### config.mk
export PLATFORM = sky130hd
export DESIGN_NAME = tx_dump_fifo
export DESIGN_NICKNAME = d
export VERILOG_FILES = /design/src/rtl/tx_dump_fifo.sv
export SDC_FILE = /design/constraint.sdc
export NUM_CORES = 1
export LEC_CHECK = 0
export CAP_MARGIN = 10
export CORE_MARGIN = 10
export CORE_UTILIZATION = 45
export CTS_CLUSTER_SIZE = 40
export DETAILED_ROUTE_END_ITERATION = 10
export GPL_TIMING_DRIVEN = 0
export HOLD_SLACK_MARGIN = 0.12
export PLACE_DENSITY = 0.63
export SYNTH_ARGS = -nofsm -noshare
export SYNTH_HDL_FRONTEND = slang
export SYNTH_SLANG_ARGS = --single-unit
### constraint.sdc
create_clock -name clock -period 5.4 [get_ports clock]
set_input_delay 1.08 -clock clock [delete_from_list [all_inputs] [get_ports clock]]
set_output_delay 1.08 -clock clock [all_outputs]
set_load 0.005 [all_outputs]
### src/rtl/tx_dump_fifo.sv
// +----------------------------------------------------------------------------+
// | Module : tx_dump_fifo                                                      |
// | Desc   : Queues register-dump words from the core and hands them one at a |
// |          time to the UART transmitter; flags words lost to a full queue.  |
// |          Define TX_DUMP_FIFO_STATS_EN to add drop_cnt / max_count.         |
// | Rev    : 1.0 - initial release                                             |
// +----------------------------------------------------------------------------+
`default_nettype none

module tx_dump_fifo #(
  parameter  int WIDTH = 20,
  parameter  int DEPTH = 8,
  localparam int CNT_W = $clog2(DEPTH) + 1
) (
  input  logic             clock,
  input  logic             reset,
  input  logic             in_valid,
  input  logic [WIDTH-1:0] in_data,
  input  logic             tx_ready,
  output logic             tx_isNew,
  output logic [WIDTH-1:0] tx_message,
  output logic [CNT_W-1:0] count,
  output logic             full,
  output logic             empty,
  output logic             overflow
`ifdef TX_DUMP_FIFO_STATS_EN
  ,
  output logic [7:0]       drop_cnt,
  output logic [CNT_W-1:0] max_count
`endif
);

  localparam int               PTR_W    = $clog2(DEPTH);
  localparam logic [CNT_W-1:0] FULL_CNT = CNT_W'(DEPTH);

  typedef enum logic [1:0] {
    IDLE      = 2'd0,
    SEND      = 2'd1,
    WAIT_BUSY = 2'd2,
    WAIT_DONE = 2'd3
  } state_t;

  state_t           state_q, state_d;
  logic [1:0]       guard_q, guard_d;
  logic [PTR_W-1:0] wr_ptr_q, wr_ptr_d;
  logic [PTR_W-1:0] rd_ptr_q, rd_ptr_d;
  logic [CNT_W-1:0] count_q, count_d;
  logic             full_q, full_d;
  logic             empty_q, empty_d;
  logic             overflow_q, overflow_d;
  logic             tx_isnew_q, tx_isnew_d;
  logic [WIDTH-1:0] tx_message_q, tx_message_d;
  logic [WIDTH-1:0] mem_q [DEPTH];

  logic pop;
  logic push;
  logic drop;

  // A pop frees a slot on the same edge, so a push into a full queue still lands.
  assign pop  = (state_q == IDLE) && !empty_q && tx_ready;
  assign push = in_valid && (!full_q || pop);
  assign drop = in_valid && full_q && !pop;

  always_comb begin
    state_d      = state_q;
    guard_d      = guard_q;
    wr_ptr_d     = wr_ptr_q;
    rd_ptr_d     = rd_ptr_q;
    tx_message_d = tx_message_q;

    case (state_q)
      IDLE: begin
        if (pop) state_d = SEND;
      end
      SEND: begin
        state_d = WAIT_BUSY;
        guard_d = 2'd0;
      end
      WAIT_BUSY: begin
        // A transmitter that never drops ready is assumed to have taken the word.
        if (!tx_ready)            state_d = WAIT_DONE;
        else if (guard_q == 2'd3) state_d = IDLE;
        else                      guard_d = guard_q + 2'd1;
      end
      WAIT_DONE: begin
        if (tx_ready) state_d = IDLE;
      end
      default: state_d = IDLE;
    endcase

    if (pop) begin
      rd_ptr_d     = rd_ptr_q + PTR_W'(1);
      tx_message_d = mem_q[rd_ptr_q];
    end
    if (push) wr_ptr_d = wr_ptr_q + PTR_W'(1);

    count_d    = count_q + CNT_W'(push) - CNT_W'(pop);
    full_d     = (count_d == FULL_CNT);
    empty_d    = (count_d == '0);
    overflow_d = overflow_q | drop;
    tx_isnew_d = (state_d == SEND);
  end

  always_ff @(posedge clock) begin
    if (reset) begin
      state_q      <= IDLE;
      guard_q      <= 2'd0;
      wr_ptr_q     <= '0;
      rd_ptr_q     <= '0;
      count_q      <= '0;
      full_q       <= 1'b0;
      empty_q      <= 1'b1;
      overflow_q   <= 1'b0;
      tx_isnew_q   <= 1'b0;
      tx_message_q <= '0;
    end else begin
      state_q      <= state_d;
      guard_q      <= guard_d;
      wr_ptr_q     <= wr_ptr_d;
      rd_ptr_q     <= rd_ptr_d;
      count_q      <= count_d;
      full_q       <= full_d;
      empty_q      <= empty_d;
      overflow_q   <= overflow_d;
      tx_isnew_q   <= tx_isnew_d;
      tx_message_q <= tx_message_d;
    end
  end

  always_ff @(posedge clock) begin
    if (push && !reset) mem_q[wr_ptr_q] <= in_data;
  end

  assign tx_isNew   = tx_isnew_q;
  assign tx_message = tx_message_q;
  assign count      = count_q;
  assign full       = full_q;
  assign empty      = empty_q;
  assign overflow   = overflow_q;

`ifdef TX_DUMP_FIFO_STATS_EN
  logic [7:0]       drop_cnt_q, drop_cnt_d;
  logic [CNT_W-1:0] max_count_q, max_count_d;

  always_comb begin
    drop_cnt_d  = drop_cnt_q;
    if (drop && (drop_cnt_q != 8'hFF)) drop_cnt_d = drop_cnt_q + 8'd1;
    max_count_d = (count_d > max_count_q) ? count_d : max_count_q;
  end

  always_ff @(posedge clock) begin
    if (reset) begin
      drop_cnt_q  <= 8'd0;
      max_count_q <= '0;
    end else begin
      drop_cnt_q  <= drop_cnt_d;
      max_count_q <= max_count_d;
    end
  end

  assign drop_cnt  = drop_cnt_q;
  assign max_count = max_count_q;
`else
  // Statistics are not built; the sticky overflow flag is the only drop indication.
`endif

endmodule

`default_nettype wire
==> out/qor.yml, run 1 <==
firstDrtPassIters: 5
path_max_fanout: 6
clkLatencyLatePin_ns: 0.43
ctsHoldBuffers: 0
vias_per_cell: 5.52
ys_seq_area_frac: 0.741
cp-start-kind: "input pin"
grt_use_met3: 0.0419
syn_to_final_growth_pct: 21.0
core_area_sq_um: 16500
antenna_found_initial: 0
postCtsSetupRepairBufs: 0
synth-seq-cells: 198
synth_area_per_cell_sq_um: 16.9
p_leak_nw: 2.96
finalPower_w: 0.00368
synthTopCellsByArea: "edfxtp_1 64%, mux2i_1 11%, dfxtp_1 10%, a22oi_1 4.2%, a32o_1 2.7%"
synth_top_area_frac: 0.640
place_congestion: 0.736
grt_setup_unrepaired: "no"
hold_path.class: "reg -> reg"
fill_cells: 1337
endpoint_kind: "register"
hpwl_um: 10400
drv_slew: 0
reg2reg_slack_ns: 2.51
max_freq_ghz: 0.273
finalSetupViolations: 0
portBuffers: 51
drive_gt1_frac: 0.129
cts_resized: 0
seq_area_sq_um: 5570
antenna_left: 0
rows: 47
synthArstFlopShare: 0
finalHoldViolCount: 0
clk_pin_slew_ns: 0.06
worst_pin_slew_ns: 0.954
wl_um: 16000
first_iter_violations: 235
grt_pass1_wl_um: 24400
yosysUniqueCellTypes: 35
yosysTopAreaCell: "edfxtp_1"
die-area_sq_um: 22300
relSlewSlack: 0.359
crit_arrival_ns: 4.02
clkSinkCount: 198
vias: 4204
worst-setup-path-type: "in -> reg"
p_per_area_nw_per_um2: 405
outcome: "finished, final reports clean"
numCtsBuffers: 17
n_antenna_cell: 0
ys_warn_count: 0
layout.nets: 561
vdd_drop_max_uv: 259
fin_ws_ns: 1.74
grt_max_degree: 17
skew_ns: 0.00764
synthFlopType: "edfxtp_1"
overflow: 0
track_usage: 0.147
grt.met1_usage: 0.183
drc_errors: 0
grt_util_met2: 0.236
max-clock-path-buffers: 2
synth_cells: 445
ioPinCount: 52
cts_tree: "built"
start_util: 0.456
pre_cts_ws_ns: 1.31
worstPathRequired_ns: 5.76
first_global_vias: 4345
maxCapViolCount: 0
fin_crit_ns: 3.66
synth_area_sq_um: 7510
wl_per_cell_um: 21.0
multiInputGateArea_sq_um: 1850
synth_edf_count: 160
min_period_over_period: 0.678
grt_busiest_layer: "met2"
cts-root-buf: "clkbuf_16"
htreeDepth: 4
die_h_um: 149
setup-tns-final_ns: 0
syn-num-nets: 477
die_x_um: 149
[through the flow]
stage                     hold slack [ns]  area (sq um)  cells  utilization
after CTS                           0.473          9080    762        0.552
after global placement              0.454          8300    716        0.504
after global routing                0.491          9080    762        0.552
after detailed placement            0.458          8510    730        0.517
final                               0.469          9080    762        0.552
after floorplan                     0.461          7510    445            -
[logic make-up (layout without fill, tap and decap cells)]
kind of cell | count (synthesis) | after routing | share of synthesized area
AO/OA/AOI/OAI | 78 | 78 | 0.0836
buffers and inverters | 33 | 130 | 0.0187
adder cells (fa/ha/maj) | 8 | 8 | 0.0143
multiplexers | 80 | 80 | 0.107
AND/OR/NAND/NOR | 43 | 43 | 0.0298
XOR/XNOR | 5 | 5 | 0.00583
flip-flops | 198 | 198 | 0.741
[path summary, 6_finish.rpt]
kind	startpoint	end	depth (start not counted)
worst max-delay path	tx_ready	full	13
worst min-delay path	tx_message[0]	tx_message[0]	1
worst max register to register	state_q[0]	full	12
worst min register to register	tx_message[0]	tx_message[0]	1
[metal layers]
metal,share of wire,routed length (um)
met2,0.48,7710
met1,0.44,7050
met4,0.017,276
met5,0,0
met3,0.062,999
[flip-flops by register name, indices dropped and copies added (netlist names)]
name	count
count	4
empty	1
full	1
guard_q	2
mem_q	160
overflow	1
rd_ptr_q	3
state_q	2
tx_isNew	1
tx_message	20
wr_ptr_q	3
[power by group]
part	leakage (nW)	internal [W]	switching, W	total, W
clock	0.294	0.000691	0.000526	0.00122
combinational	0.907	0.000322	0.000349	0.000671
sequential	1.76	0.00174	0.0000550	0.00179
total	2.96	0.00275	0.000930	0.00368
[critical path: stages]
cell	delay, ns
clkdlybuf4s50_1	0.58
or4b_1	0.44
buf_2	0.19
a21boi_4	0.24
inv_2	0.12
ha_1	0.28
inv_1	0.05
ha_1	0.16
inv_1	0.05
fa_1	0.37
xor2_1	0.22
nand3_1	0.11
nor3_1	0.12
[placed cells by master (no fill, tap or decap), types with 4 or more instances in the layout]
cell and count:
a22oi_1 42, inv_1 7, buf_6 8, dfxtp_1 38, ha_1 7, mux2i_1 80, clkbuf_8 4, clkdlybuf4s50_1 51
nor2_1 14, edfxtp_1 160, clkbuf_16 19, clkbuf_1 12, nand2_1 8, a32o_1 20, a21oi_1 6, clkinv_2 5
buf_2 13
[area by class of cell]
cell class | count | area share
well taps | 220 | 0.0303
repair buffers | 65 | 0.0749
plain buffers | 24 | 0.0117
multi-input cells | 214 | 0.203
flip-flops and latches | 198 | 0.613
inverters | 9 | 0.00372
clock buffers | 25 | 0.0592
clock inverters | 7 | 0.00413
[synth_stat cells, types with 2 or more instances]
library cell  instances
xnor2_1               2
o21ai_0               2
buf_2                13
xor2_1                3
ha_1                  7
nand2_1               8
a22oi_1              42
nor2_1               16
mux2i_1              80
nand3b_1              2
inv_1                 7
clkbuf_1             10
a21oi_1               6
nor2b_1               2
a31oi_1               2
a21o_1                2
nand2b_1              3
nor4_2                2
a32o_1               20
edfxtp_1            160
nor3_1                4
dfxtp_1              38
inv_2                 2
(Power assumes the default switching activity.)
==> inputs of run 2 (changes only) <==
Clock period 5.4 ns to 3.4 ns, I/O delays scaled along.
==> out/qor.yml, run 2 (same netlist as run 1, synthesis figures left out) <==
max_stage_delay_ns: 0.56  # -0.02 ns
track_usage: 0.149  # +0.00199
p_leak_nw: 2.95  # -0.30%
stdcell_count: 764  # +0.26%
cts-root-buf: "clkbuf_16"
r2r_cells: 11  # -1
cp-start-kind: "input pin"
clkLatencyLatePin_ns: 0.42  # about the same
drc_errors: 0  # unchanged
largest_reg_flops: 160  # unchanged
final_cell_mix: "160 x edfxtp_1, 80 x mux2i_1, 51 x clkdlybuf4s50_1"
hold_path.class: "reg -> reg"
start_util: 0.456  # unchanged
reg2reg_slack_ns: 0.55  # -1.96 ns
placed_area_sq_um: 8550  # +0.47%
crit_path_top_delay_cell: "clkdlybuf4s50_1"
fill_cells: 1299  # -2.8%
maxCapViolCount: 0  # unchanged
p_per_area_nw_per_um2: 635  # +57%
die_x_um: 149  # unchanged
first_iter_violations: 369  # +57%
vias_per_cell: 5.47  # -0.78%
r2r-start: "state_q[0]"
layout.nets: 563  # +0.36%
antenna_left: 0  # unchanged
dpl.cell_count: 729  # -0.14%
hold_end: "tx_message[16]"
outcome: "finished, final reports clean"
ioPinCount: 52  # unchanged
worstPathRequired_ns: 3.72  # -2.04 ns
grt_setup_unrepaired: "no"
finalHoldViolCount: 0  # unchanged
numCtsBuffers: 17  # unchanged
max_freq_ghz: 0.311
rr_endpoint: "empty"
vdd_drop_max_uv: 394  # +52%
grt_pass1_wl_um: 25000  # +2.5%
core_area_sq_um: 16500  # unchanged
stdcell_area_sq_um: 9130  # +0.51%
overflow: 0  # unchanged
path_max_fanout: 6  # unchanged
place_congestion: 0.740  # +0.54%
drv_slew: 0  # unchanged
syn_to_final_growth_pct: 21.6
antenna_found_initial: 0  # unchanged
max-clock-path-buffers: 2  # unchanged
wl_um: 16300  # +1.8%
wl_per_cell_um: 21.4  # +1.5%
worst-setup-path-type: "in -> reg"
rows: 47  # unchanged
skew_ns: 0.00971  # +0.00207 ns
first_global_vias: 4315  # -0.69%
whs_path_depth: 1  # unchanged
path_cells: "clkdlybuf4s50_1 -> or4b_1 -> buf_2 -> a21boi_4 -> inv_2 -> ha_1 -> inv_1 -> ha_1 -> inv_1 -> fa_1 -> xor2_2 -> a41o_1"
hpwl_um: 10700  # +2.5%
min-delay-start: "tx_message[16]"
utilization: 0.555  # +0.00281
min_period_over_period: 0.945
cts_tree: "built"
worst_pin_slew_ns: 0.854  # -0.101 ns
firstDrtPassIters: 5  # unchanged
die_h_um: 149  # unchanged
clk_pin_slew_ns: 0.07  # about the same
portBuffers: 51  # unchanged
htreeDepth: 4  # unchanged
clkSinkCount: 198  # unchanged
crit_arrival_ns: 3.53  # -0.49 ns
grt_max_degree: 17  # unchanged
die-area_sq_um: 22300  # unchanged
n_antenna_cell: 0  # unchanged
endpoint_kind: "register"
top_register: "mem_q"
drive_gt1_frac: 0.132  # +0.00320
fin_crit_ns: 3.21
finalSetupViolations: 0  # unchanged
vias: 4182  # -0.52%
relSlewSlack: 0.428  # +0.0689
final_common_cell: "edfxtp_1"
run 2: cell types whose count changed in the layout (fill, tap and decap cells not counted), moves of 2 or more:
| cell | previous run | this run |
|---|---|---|
| buf_6 | 8 | 10 |
| clkinv_2 | 5 | 3 |
| clkbuf_8 | 4 | 1 |
| buf_16 | 1 | 3 |
| clkbuf_16 | 19 | 17 |
| clkinvlp_4 | 0 | 4 |
| buf_8 | 2 | 0 |
| inv_4 | 2 | 0 |
| clkinv_4 | 0 | 3 |
| clkinv_1 | 0 | 2 |
run 2: stage by stage:
stage	hold slack (ns)	setup WS [ns]	TNS [ns]	total power (W)
finish	0.471	0.187	0	0.00580
global route	0.499	0.0184	0	0.00603
CTS	0.473	0.120	0	0.00582
detailed placement	0.458	-0.312	-7.48	0.00399
global placement	0.454	-2.21	-228.01	0.00394
floorplan	0.461	-0.0320	-1.28	0.00354
run 2: timing repair:
item / 4_1_cts / 5_1_grt
resized for setup: 0 / 1
hold buffers: 0 / 0
buffers inserted: 0 / 3
endpoints found under the setup margin: 0 / 2
run 2: worst max-delay path, delay by kind of cell:
family | cells | cell delay (ns)
adders and majority gates | 3 | 0.84
and+or+nand+nor | 1 | 0.45
xor gates and xnor gates | 1 | 0.18
AOI/OAI and AO/OA | 2 | 0.42
buffers and inverters | 5 | 0.96
run 2: worst max-delay path by stage:
stage | start | to | slack, ns | cells past startpoint
4_1_cts | tx_ready | full | 0.12 | 13
3_3_place_gp | tx_ready | mem_q[1][5] | -2.21 | 6
6_report | tx_ready | empty | 0.19 | 12
5_1_grt | tx_ready | full | 0.02 | 13
2_1_floorplan | tx_ready | mem_q[1][0] | -0.03 | 5
3_5_place_dp | tx_ready | full | -0.31 | 13
run 2: layout make-up:
class                      count  area, sq um  area share
buffer                        24          106      0.0116
clock buffer                  19          443      0.0485
clock inverter                13          109      0.0119
inverter                       9         33.8     0.00370
multi-input combinational    214         1870       0.205
sequential                   198         5570       0.609
tap                          220          275      0.0301
timing repair buffer          67          728      0.0797
run 2: where the power goes:
part	internal (W)	switching, W	leakage [nW]
Sequential	0.00276	0.0000888	1.76
Combinational	0.000522	0.000568	0.932
Clock	0.00102	0.000836	0.260
Total	0.00431	0.00149	2.95
run 2: metal layers:
| layer | up-vias | share of wire | track usage | wire length, um |
|---|---|---|---|---|
| li1 | 1938 | - | - | - |
| met1 | 2111 | 0.45 | 0.197 | 7390 |
| met2 | 116 | 0.48 | 0.233 | 7760 |
| met3 | 17 | 0.055 | 0.0397 | 902 |
| met4 | 0 | 0.016 | 0.0510 | 262 |
| met5 | - | 0 | 0 | 0 |
